File: config.mk
export PLATFORM = sky130hd
export DESIGN_NAME = keypad_ctrl
export DESIGN_NICKNAME = d
export VERILOG_FILES = /design/src/rtl/keypad_pkg.sv /design/src/rtl/key_fifo.sv /design/src/rtl/keypad_ctrl.sv
export SDC_FILE = /design/constraint.sdc
export NUM_CORES = 1
export LEC_CHECK = 0
export BUFFER_PORTS_ARGS = -buffer_cell sky130_fd_sc_hd__buf_4
export CORE_UTILIZATION = 41
export DETAILED_ROUTE_END_ITERATION = 7
export GPL_ROUTABILITY_DRIVEN = 0
export GPL_TIMING_DRIVEN = 0
export PLACE_DENSITY = 0.84
export SYNTH_ARGS = -nofsm -noshare
export SYNTH_HDL_FRONTEND = slang
export SYNTH_SLANG_ARGS = --single-unit
export TNS_END_PERCENT = 10
File: constraint.sdc
create_clock -name clk -period 2 [get_ports clk]
set_input_delay 0.3 -clock clk [delete_from_list [all_inputs] [get_ports clk]]
set_output_delay 0.3 -clock clk [all_outputs]
set_load 0.1 [all_outputs]
File: src/rtl/keypad_pkg.sv
// Shared types and register map for the keypad controller: FSM states,
// register offsets from BASE, and STATUS/CTRL bit positions.
package keypad_pkg;

   typedef enum logic [1:0] {
      POLL    = 2'd0,
      FETCH   = 2'd1,
      RELEASE = 2'd2
   } state_t;

   localparam logic [15:0] OFS_DATA   = 16'd0;
   localparam logic [15:0] OFS_STATUS = 16'd1;
   localparam logic [15:0] OFS_CTRL   = 16'd2;

   localparam int FULL_BIT       = 4;
   localparam int COUNT_LSB      = 0;
   localparam int CTRL_FLUSH_BIT = 0;

endpackage

File: src/rtl/key_fifo.sv
// Synchronous key-code FIFO with push, pop and flush; flush overrides both.
// count_nxt exposes the post-edge occupancy so callers can register flags off it.
module key_fifo #(
   parameter int DEPTH = 4,
   parameter int KEYW  = 4
) (
   input  logic                     clk,
   input  logic                     reset,
   input  logic                     push,
   input  logic [KEYW-1:0]          din,
   input  logic                     pop,
   input  logic                     flush,
   output logic [KEYW-1:0]          head,
   output logic [$clog2(DEPTH):0]   count,
   output logic [$clog2(DEPTH):0]   count_nxt,
   output logic                     full,
   output logic                     empty
);
   localparam int          AW       = $clog2(DEPTH);
   localparam logic [AW:0] FULL_CNT = (AW+1)'(DEPTH);
   localparam logic [AW:0] CNT_ONE  = (AW+1)'(1);
   localparam logic [AW-1:0] PTR_ONE = AW'(1);

   logic [KEYW-1:0] mem [DEPTH];
   logic [AW-1:0]   wr_ptr, rd_ptr;
   logic            do_push, do_pop;

   assign full    = (count == FULL_CNT);
   assign empty   = (count == '0);
   assign do_push = push && !full;
   assign do_pop  = pop && !empty;
   assign head    = mem[rd_ptr];

   always_comb begin
      count_nxt = count;
      if (flush)
         count_nxt = '0;
      else if (do_push && !do_pop)
         count_nxt = count + CNT_ONE;
      else if (!do_push && do_pop)
         count_nxt = count - CNT_ONE;
   end

   // Pointers wrap naturally because DEPTH is a power of two.
   always_ff @(posedge clk) begin
      if (reset) begin
         wr_ptr <= '0;
         rd_ptr <= '0;
         count  <= '0;
      end else begin
         count <= count_nxt;
         if (flush) begin
            wr_ptr <= '0;
            rd_ptr <= '0;
         end else begin
            if (do_push) wr_ptr <= wr_ptr + PTR_ONE;
            if (do_pop)  rd_ptr <= rd_ptr + PTR_ONE;
         end
      end
   end

   always_ff @(posedge clk) begin
      if (do_push && !flush)
         mem[wr_ptr] <= din;
   end

endmodule

File: src/rtl/keypad_ctrl.sv
// Autonomous keypad handshake sequencer with a key FIFO exposed to the CPU
// as DATA/STATUS/CTRL registers at BASE.
module keypad_ctrl
   import keypad_pkg::*;
#(
   parameter logic [15:0] BASE  = 16'h0900,
   parameter int          DEPTH = 4,
   parameter int          KEYW  = 4
) (
   input  logic        clk,
   input  logic        reset,
   input  logic [15:0] address,
   input  logic [15:0] data_wr,
   input  logic        memwt,
   output logic [15:0] rd_data,
   output logic        hit,
   output logic        ack,
   output logic        statusordata,
   input  logic [15:0] keyout,
   output logic        irq
);
   localparam int CW = $clog2(DEPTH) + 1;

   state_t          state, state_nxt;
   logic            ready_p0;
   logic            pop_armed;
   logic [15:0]     offset;
   logic            is_data, is_ctrl;
   logic            push, pop, flush;
   logic [KEYW-1:0] head;
   logic [CW-1:0]   count, count_nxt;
   logic            full, empty;
   logic            unused;

   assign unused  = ^{data_wr[15:1], keyout[15:KEYW]};

   assign offset  = address - BASE;
   assign hit     = (offset <= OFS_CTRL);
   assign is_data = hit && (offset == OFS_DATA);
   assign is_ctrl = hit && (offset == OFS_CTRL);
   assign push    = (state == FETCH);
   assign pop     = is_data && pop_armed && !empty;
   assign flush   = memwt && is_ctrl && data_wr[CTRL_FLUSH_BIT];

   key_fifo #(.DEPTH(DEPTH), .KEYW(KEYW)) u_fifo (
      .clk       (clk),
      .reset     (reset),
      .push      (push),
      .din       (keyout[KEYW-1:0]),
      .pop       (pop),
      .flush     (flush),
      .head      (head),
      .count     (count),
      .count_nxt (count_nxt),
      .full      (full),
      .empty     (empty)
   );

   always_comb begin
      state_nxt = state;
      case (state)
         POLL:    if (ready_p0 && !full) state_nxt = FETCH;
         FETCH:   state_nxt = RELEASE;
         RELEASE: if (!ready_p0) state_nxt = POLL;
         default: state_nxt = POLL;
      endcase
   end

   // ready_p0 only tracks keyout[0] while the keypad is presenting status;
   // during FETCH keyout carries the code, so the last status is held.
   always_ff @(posedge clk) begin
      if (reset) begin
         state        <= POLL;
         ready_p0     <= 1'b0;
         ack          <= 1'b0;
         statusordata <= 1'b1;
         pop_armed    <= 1'b1;
         irq          <= 1'b0;
      end else begin
         state        <= state_nxt;
         ack          <= (state_nxt == FETCH);
         statusordata <= (state_nxt != FETCH);
         if (statusordata)
            ready_p0 <= keyout[0];
         if (!is_data)
            pop_armed <= 1'b1;
         else if (pop)
            pop_armed <= 1'b0;
         irq          <= (count_nxt != '0);
      end
   end

   always_comb begin
      rd_data = '0;
      if (hit) begin
         case (offset)
            OFS_DATA:   if (!empty) rd_data[KEYW-1:0] = head;
            OFS_STATUS: begin
               rd_data[FULL_BIT]       = full;
               rd_data[COUNT_LSB +: 4] = 4'(count);
            end
            default:    rd_data = '0;
         endcase
      end
   end

endmodule

# [After elaboration in Yosys (flattened, before gate mapping)]
# Memory sizes are Yosys's and may differ from the RTL's. A register that Yosys moved wholly into a read port is not among the register bits.
# Cells that the tools add are included.
[word_totals] reg_bits=14 ramBits=16 in_bits=51 out_inout_bits=20 word_cells=61 n_memories=1
[classes] n_addsub=5 magnitude_cmp=1 n_eq_ne=7 n_mux=14 bitwise_logic=1 n_reduce_logical=23
[memory_table] memory="u_fifo.mem" words=4 word_bits=4 read_ports=1 rd_clocked_by_memory_dff=1 write_ports=1 line_no="key_fifo.sv:24" rtl="logic [KEYW-1:0] mem [DEPTH];"
[op_table] operator="$eq A16 B1 Y1 const B" n=1
[op_table] operator="$eq A16 B2 Y1 const B" n=1
[op_table] operator="$le A16 B2 Y1 const B" n=1
[op_table] operator="$logic_not A16 Y1" n=1
[op_table] operator="$sub A16 B12 Y16 const B" n=1
[op_table] operator="$logic_and A1 B1 Y1" n=12
[op_table] operator="$mux W3" n=3
[op_table] operator="$mux W2" n=4
[op_table] operator="$pmux W4 S2" n=1
[op_table] operator="$pmux W2 S3" n=1
[op_table] operator="$logic_not A1 Y1" n=5
[op_table] operator="$mux W5" n=1
[op_table] operator="$add A2 B1 Y2 const B" n=2
[op_table] operator="$eq A2 B1 Y1 const B" n=2
[op_table] operator="$mux W4" n=1
[op_table] operator="$reduce_or A2 Y1" n=2
[op_table] operator="$add A3 B1 Y3 const B" n=1
[op_table] operator="$eq A3 B3 Y1 const B" n=1
[op_table] operator="$logic_not A3 Y1" n=1
[op_table] operator="$mux W1" n=3
[op_table] operator="$reduce_bool A3 Y1" n=1
[op_table] operator="$sub A3 B1 Y3 const B" n=1
[op_table] operator="$eq A2 B2 Y1 const B" n=1
[op_table] operator="$logic_not A2 Y1" n=1
[op_table] operator="2 further kinds" n=2

# [Depth between registers and ports, before layout]
# Gate-level depths: netlist of run 1.
[depth] depth_word=11 mapped_depth=9 depth_no_buf=8

# [Modules after synthesis]
# From an unflattened synthesis of run 1, not the netlist that was laid out.
[unflattened] hier_cells=147 area_unflattened_um2=1666.6
[modules_own_cells] module="key_fifo" instances=1 cells_per_inst=92 area_per_inst_um2=1166.1 seq_area_each_um2=660.6
[modules_own_cells] module="keypad_ctrl" instances=1 cells_per_inst=55 area_per_inst_um2=500.5 seq_area_each_um2=140.1

# [Least setup slack after synthesis of run 1]
# No wires, ideal clock.
[synth_path] kind="register to output" start="register u_fifo.count[0]" end="output rd_data[0]" t_arrival_ns=3.078 setup_slack_ns=-1.378 path_stages_with_launch=7 path_cell_list="dfxtp_1 inv_1 ha_1 nor2b_2 nor2_1 a22oi_1 nor3_1"
[synth_between] elab_chain_cells=4
[synth_rtl] element="from (decl)" line_no="key_fifo.sv:14" rtl="output logic [$clog2(DEPTH):0] count,"
[synth_rtl] element="from (signal assigned)" line_no="key_fifo.sv:51" rtl="count <= count_nxt;"
[synth_rtl] element="$logic_not A3 Y1" line_no="key_fifo.sv:29" rtl="assign empty = (count == '0);"
[synth_rtl] element="$mux W4" line_no="keypad_ctrl.sv:97" rtl="OFS_DATA: if (!empty) rd_data[KEYW-1:0] = head;"
[synth_rtl] element="$pmux W4 S2 (*)" line_no="keypad_ctrl.sv:96" rtl="case (offset)"
[synth_rtl] element="$mux W5 (*)" line_no="keypad_ctrl.sv:95" rtl="if (hit) begin"
[synth_rtl] element="to (decl)" line_no="keypad_ctrl.sv:15" rtl="output logic [15:0] rd_data,"
# Every way passes the cells marked *; elsewhere a longest branch is shown, timed or not.

# [Worst setup path after layout of run 1]
[layout_path] start="register u_fifo.count[1]" end="register irq"
[layout_between] elab_chain_cells=9 elab_cells_between_ends=17
[layout_rtl] element="$eq A3 B3 Y1 or $logic_not A3 Y1 (tied branches)" line_no="key_fifo.sv:28, key_fifo.sv:29"
[layout_rtl] element="$logic_not A1 Y1 (on tied branches)" line_no="key_fifo.sv:30, key_fifo.sv:31, keypad_ctrl.sv:42"
[layout_rtl] element="$logic_and A1 B1 Y1 (on tied branches)" line_no="key_fifo.sv:30, keypad_ctrl.sv:42"
[layout_rtl] element="$logic_not A1 Y1 or $logic_and A1 B1 Y1 (tied branches)" line_no="key_fifo.sv:40, key_fifo.sv:31"
[layout_rtl] element="$logic_and A1 B1 Y1 or $logic_not A1 Y1 (tied branches)" line_no="key_fifo.sv:40, key_fifo.sv:38"
[layout_rtl] element="$mux W3 or $logic_and A1 B1 Y1 (tied branches)" line_no="key_fifo.sv:40, key_fifo.sv:38"
[layout_rtl] element="$mux W3 (*)" line_no="key_fifo.sv:38" rtl="else if (do_push && !do_pop)"
[layout_rtl] element="$mux W3 (*)" line_no="key_fifo.sv:36" rtl="if (flush)"
[layout_rtl] element="$reduce_bool A3 Y1 (*)" line_no="keypad_ctrl.sv:89" rtl="irq <= (count_nxt != '0);"
[layout_rtl] element="to (signal assigned)" line_no="keypad_ctrl.sv:89"
[layout_rtl] element="to (decl)" line_no="keypad_ctrl.sv:20" rtl="output logic irq"
# Marked as above.
# A chain may end at the register's enable or synchronous reset.

==> impl_results.md, run 1 <==
* Status: finished with violations
* Failing checks: negative setup slack
* Worst-path clk slew at 70 ps
* Yosys cell types at 43
* Max clock buf depth at 2
* Ys async rst share at 0%
* Routed WL at 2910 um
* Overall Global Routing Usage at 16.1%
* Routed metal-1 wirelength at 1240 um
* Number of remaining DRC errors at 0
* Max cap viols at 0
* Power, Total at 0.00158 W
* Wire length on met3 at 154 um
* Clock Sinks at 32
* Clk_skew at 8.11 ps
* Wirelength per Cell at 12.5 um
* Vias in the first global route at 1062
* CP max stage cell: or4b_4
* Final ANT Viol Nets at 0
* Maximum VDD drop at 0.000594 V
* WL met2 at 1460 um
* Die area at 3990 um2
* CTS tree: built
* Syn Area/Cell at 11.8 um2
* Hold Fails Final Rpt at 0
* Setup crit start kind: register
* DP Wirelength at 2100 um
* Root Buffer: clkbuf_8
* Post-Syn Instances at 130
* Achievable Freq at 445 MHz
* RSZ-0062 raised after global routing: yes
* Highest routed metal layer: met4
* Clock Latency Late Sink at 290 ps
* Seq/Total Area, Yosys at 52.2%
* H-Tree Depth at 2
* Synthesized area at 1530 um2
* Num ports at 71
* Leakage at 0.892 nW
* CTS Hold Bufs at 0
* First-pass GRT wire length at 4740 um
* Starting Density at 44.2%
* Final WS setup at -245 ps
* DR vias/cell at 4.70
* Port Buffers at 31
* DRT iter0 DRCs at 54
* Post-synth EDFFs at 16
* Slew of the pin with the lowest slew margin at 773 ps
* Grt ovf at 0
* Syn-to-layout area delta at 38.3%
* Kind of critical path: register to register
* Worst EP required at 2170 ps
* Worst Hold Class: input port to register
* Cell chain of the critical path: inv_2 -> ha_4 -> nor2b_4 -> or4b_4 -> or2_1 -> buf_6 -> o21ai_2 -> xor2_1 -> a211o_1
* Post-synthesis cell type with the largest combined area: edfxtp_1
* Main synth FF type: edfxtp_1
* Initial antenna violation count at 0
* Diode count at 0
* Tmin final at 2250 ps
* Worst Path Arrival at 2420 ps
* Synth warnings at 0
* Dominant cells by area after synthesis: edfxtp_1 (31%), dfxtp_1 (21%), mux4_2 (5.9%)
* Max Slew Vio Count at 0
* Final #Nets at 243
* Post-DP Area at 1900 um2
* Slew HR at 48.4%
* Crit end category: register
* Rows at 21
* Max Fanout on Critical Path at 6
* Top cells by count, synth: dfxtp_1 (16), edfxtp_1 (16), nor2_1 (16)
* Post-route cell area at 2120 um2
* Worst path max stage delay at 550 ps
* Cell Pwr Density at 744 nW/um2
* Width of the die at 63.1 um
* Final core utilization at 61.1%
* CORE AREA at 3470 um2
* FF-to-FF setup slack at -250 ps
* Final setup viols at 9
* FF+latch count, synth at 32
* Die H at 63.1 um
* DRT Pass-1 Iters at 4
* Via count at 1090
* Synth top area share at 31.3%
* Layout cell share with drive strength beyond 1 at 44.1%
* Sum of buffers and inverters on the critical path at 2
* Inserted Clock Buffers at 5
* CP delay by family, top: simple AND/OR/NAND/NOR gates
* Largest net degree at the start of global routing at 12
* Fin crit share at 112%
-- cells in the final DEF, fill, tap and decap left out, types with 2 or more instances in the layout --
cell type and count:
buf_4 45, edfxtp_1 16, nor2_1 14, dfxtp_1 13, conb_1 11, ha_1 6
a21oi_1 5, and2_1 5, clkbuf_8 5, inv_1 4, mux4_2 4, nand2_1 3
buf_6 3, xnor2_1 3, clkbuf_1 2, nor4_1 2, nor2_2 2, a22oi_1 2
nor3_4 2, nor4bb_1 2, dfxtp_4 2, buf_12 2
-- worst reg2reg max path: cells and delay by family, from the launching register on --
kind	cells	cell delay, ps
xor+xnor	1	100
compound gates	2	380
flops	1	360
buf+inv	2	200
fa+ha+maj	1	170
simple gates	3	940
-- per-layer routing --
layer  vias to the layer above  global-route usage [%]
met5                         -                       0
met4                         0                    8.72
met3                         4                    5.62
met2                        34                    27.6
met1                       501                    17.3
li1                        551                       -
-- what timing repair did --
item | CTS | global route
resized for setup | 13 | 9
pin swaps | 1 | 8
setup endpoints to repair | 14 | 13
buffers inserted | 1 | 6
-- final timing paths --
path                   start          endpoint  depth (start not counted)
min reg2reg        pop_armed         pop_armed                          2
max          u_fifo.count[1]               irq                          9
max reg2reg  u_fifo.count[1]               irq                          9
min                keyout[2]  u_fifo.mem[3][2]                          1
-- registers in the layout, indices dropped and copies added (netlist names), 2 cells and up, named ones only --
signal         flops
u_fifo.mem        16
u_fifo.count       3
state              2
u_fifo.rd_ptr      2
u_fifo.wr_ptr      2
-- where the power goes --
group	total (W)	switching (W)	internal, W	leakage [nW]
registers	0.000726	0.0000163	0.000710	0.277
logic	0.000379	0.000240	0.000139	0.574
clock network	0.000472	0.000229	0.000242	0.0412
-- layout make-up --
cell class	count	area, um2
plain buffers	14	103
inverters	6	25.0
fillers	282	1350
flip-flops and latches	32	810
well taps	46	57.6
repair buffers	38	318
clock inverters	2	12.5
clock buffers	6	72.6
multi-input cells	88	722
-- kinds of logic (layout without fill, tap and decap cells) --
logic type | count (synthesis) | count (layout) | share of synthesized area (%)
other cells | 1 | 11 | 0.245
buf+inv | 20 | 66 | 8.16
mux | 5 | 5 | 6.53
xor+xnor | 6 | 6 | 3.92
fa+ha+maj | 7 | 7 | 5.71
compound gates | 16 | 16 | 7.27
flops | 32 | 32 | 52.2
simple gates | 43 | 43 | 15.9
-- metrics by stage --
step | TNS [ps] | hold slack (ps) | cells | setup WS [ps]
after floorplan | -1230 | 369 | 140 | -220
after global placement | -5640 | 457 | 217 | -416
after detailed placement | -4520 | 467 | 217 | -376
after CTS | -1060 | 210 | 226 | -325
after global routing | -1660 | 207 | 232 | -303
final | -864 | 216 | 232 | -245
Power figures use the tool's default switching activity.
==> run 2, diff against run 1 <==
Settings changed: REMOVE_ABC_BUFFERS set to 1.
==> run 2 against run 1 <==
  * The flow still finishes with violations (negative setup slack)
  * Combinational power fell by 5%
  * Clock power shrank 3%
  * Core utilization down 4.5 points
  * Non-clock buffer count decreased by 14
  * Largest cell class unchanged
==> impl_results.md, run 2 (synthesis gave the netlist of run 1 again) <==
* Largest net degree at the start of global routing at 11 (-1)
* Min-delay src: keyout[3]
* Number of flip-flops in the largest register at 16 (unchanged)
* Initial antenna violation count at 0 (unchanged)
* Diode count at 0 (unchanged)
* Max cap viols at 0 (unchanged)
* Status: finished with violations
* Clock power share at 29.7% (-0.2 points)
* Grt ovf at 0 (unchanged)
* Int Power at 0.00107 W (-1.7%)
* Cell Pwr Density at 786 nW/um2 (+5.6%)
* CP delay by family, top: simple AND/OR/NAND/NOR gates
* Maximum VDD drop at 0.000550 V (-7.3%)
* Port Buffers at 32 (+3.2%)
* Switching share of total power at 30.4% (-0.39 points)
* Achievable Freq at 485 MHz (+8.8%)
* First-pass GRT wire length at 4510 um (-5.0%)
* FF-to-FF Start: u_fifo.count[1]
* Rows at 21 (unchanged)
* Width of the die at 63.1 um (unchanged)
* Wirelength per Cell at 12.6 um (+0.31%)
* Worst EP required at 2160 ps (about the same)
* Overall Global Routing Usage at 15.3% (-0.77 points)
* Worst Path Arrival at 2230 ps (-190 ps)
* Most frequent cells in the layout: buf_4 (35), edfxtp_1 (16), nor2_1 (14)
* Failing checks: negative setup slack
* Sum of buffers and inverters on the critical path at 1 (-1)
* Clock Latency Late Sink at 280 ps (about the same)
* Clock Sinks at 32 (unchanged)
* Starting Density at 44.2% (unchanged)
* Worst path max stage delay at 510 ps (-40 ps)
* Vias in the first global route at 1012 (-4.7%)
* Hold Fails Final Rpt at 0 (unchanged)
* Inserted Clock Buffers at 5 (unchanged)
* Hold Path Sink: u_fifo.mem[0][3]
* Worst-path clk slew at 60 ps (about the same)
* Max clock buf depth at 2 (unchanged)
* Root Buffer: clkbuf_8
* Cell chain of the critical path: inv_2 -> ha_4 -> nor2b_4 -> or4b_4 -> or2_4 -> o21ai_2 -> xor2_1 -> a211o_1
* Clk_skew at 6.02 ps (-2.09 ps)
* FF-to-FF setup slack at -60 ps (+180 ps)
* Die area at 3990 um2 (unchanged)
* CP max stage cell: or4b_4
* Comb power frac at 23.4% (-0.6 points)
* DR vias/cell at 4.88 (+3.9%)
* Final setup viols at 3 (-6)
* Top reg by flops: u_fifo.mem
* Top Registers: u_fifo.mem x16, u_fifo.count x3
* Final #Nets at 229 (-5.8%)
* Fin crit share at 103% (-9.1 points)
* Final non-filler cell total at 218 (-6.0%)
* DP Wirelength at 2030 um (-3.5%)
* Final core utilization at 56.6% (-4.5 points)
* Max Slew Vio Count at 0 (unchanged)
* WHS Path Cells at 1 (unchanged)
* Setup crit start kind: register
* Sequential Power Share at 46.9% (+0.9 points)
* Kind of critical path: register to register
* RR Endpoint: irq
* RSZ-0062 raised after global routing: yes
* Psw at 0.000469 W (-3.5%)
* DRT iter0 DRCs at 38 (-30%)
* Dpl cells at 204 (-6.0%)
* DRT Pass-1 Iters at 4 (unchanged)
* CTS tree: built
* Layout cell share with drive strength beyond 1 at 38.4% (-5.7 points)
* Leakage at 0.801 nW (-10%)
* Most common cell after layout, fill and taps aside: buf_4
* Fillers at 295 (+4.6%)
* Syn-to-layout area delta at 28.0%
* Crit end category: register
* Num ports at 71 (unchanged)
* Via count at 1064 (-2.4%)
* Tmin final at 2060 ps (-182 ps)
* CORE AREA at 3470 um2 (unchanged)
* Final WS setup at -62.7 ps (+182 ps)
* Die H at 63.1 um (unchanged)
* Worst Hold Class: input port to register
* Max Fanout on Critical Path at 4 (-2)
* Final ANT Viol Nets at 0 (unchanged)
* Routed WL at 2740 um (-5.7%)
* Number of remaining DRC errors at 0 (unchanged)
* Worst R2R Path Depth at 8 (-1)
* H-Tree Depth at 2 (unchanged)
-- run 2: cell count changes in the layout (fill, tap and decap cells not counted), moves of 2 or more --
cell    before  now
buf_4       45   35
buf_12       2    0
nor3_1       0    2
nor3_4       2    0
-- run 2: area by class of cell --
| type | instances | area, um2 | share of cell area [%] |
|---|---|---|---|
| sequential | 32 | 810 | 41.3 |
| multi-input combinational | 88 | 692 | 35.3 |
| timing repair buffer | 38 | 297 | 15.1 |
| clock buffer | 6 | 72.6 | 3.70 |
| tap | 46 | 57.6 | 2.93 |
| inverter | 6 | 22.5 | 1.15 |
| clock inverter | 2 | 11.3 | 0.574 |
-- run 2: worst max path at each step --
stage                    start          to  slack [ps]  cells after the start
2_1_floorplan  u_fifo.count[0]  rd_data[0]       -1370                      6
3_3_place_gp   u_fifo.count[0]         irq        -500                      8
3_5_place_dp   u_fifo.count[0]         irq        -540                      8
4_1_cts        u_fifo.count[1]         irq        -140                      8
5_1_grt        u_fifo.count[1]         irq        -160                      8
6_report       u_fifo.count[1]         irq         -60                      8
-- run 2: metrics by stage --
stage | hold WS, ps | setup slack [ps] | total power (W) | TNS (ps) | instance area (um2)
3_5_place_dp | 468 | -539 | 0.00105 | -4590 | 1770
4_1_cts | 216 | -136 | 0.00155 | -486 | 1940
2_1_floorplan | 369 | -1370 | 0.000972 | -4740 | 1470
6_report | 224 | -62.7 | 0.00154 | -72.2 | 1960
5_1_grt | 208 | -161 | 0.00162 | -769 | 1960
3_3_place_gp | 448 | -503 | 0.00104 | -3990 | 1770
-- run 2: worst register-to-register path, stage by stage, from the launching register on --
cell and delay (ps):
dfxtp_2 340, inv_2 50, ha_4 160, nor2b_4 130, or4b_4 510, or2_4 280
o21ai_2 130, xor2_1 90, a211o_1 260
-- run 2: timing repair --
action	in CTS	in global routing
gates resized for setup	16	5
buffers inserted	6	0
pin swaps	7	2
endpoints found under the setup margin	13	10
hold buffers	0	0
-- run 2: routing by layer --
layer	global-route usage, %	wire length (um)	share of wire, %	vias up
met5	0	0	0	-
met1	17.1	1190	43	489
met2	25.9	1300	47	48
li1	-	-	-	522
met3	5.07	204	7.4	5
met4	7.85	48	1.8	0
-- run 2: power by group through the flow --
stage / sequential, W / combinational, W / clock [W]
2_1_floorplan: 0.000793 / 0.000179 / 0
3_3_place_gp: 0.000739 / 0.000305 / 0
3_5_place_dp: 0.000741 / 0.000309 / 0
4_1_cts: 0.000725 / 0.000356 / 0.000473
5_1_grt: 0.000725 / 0.000384 / 0.000509
6_report: 0.000723 / 0.000361 / 0.000458
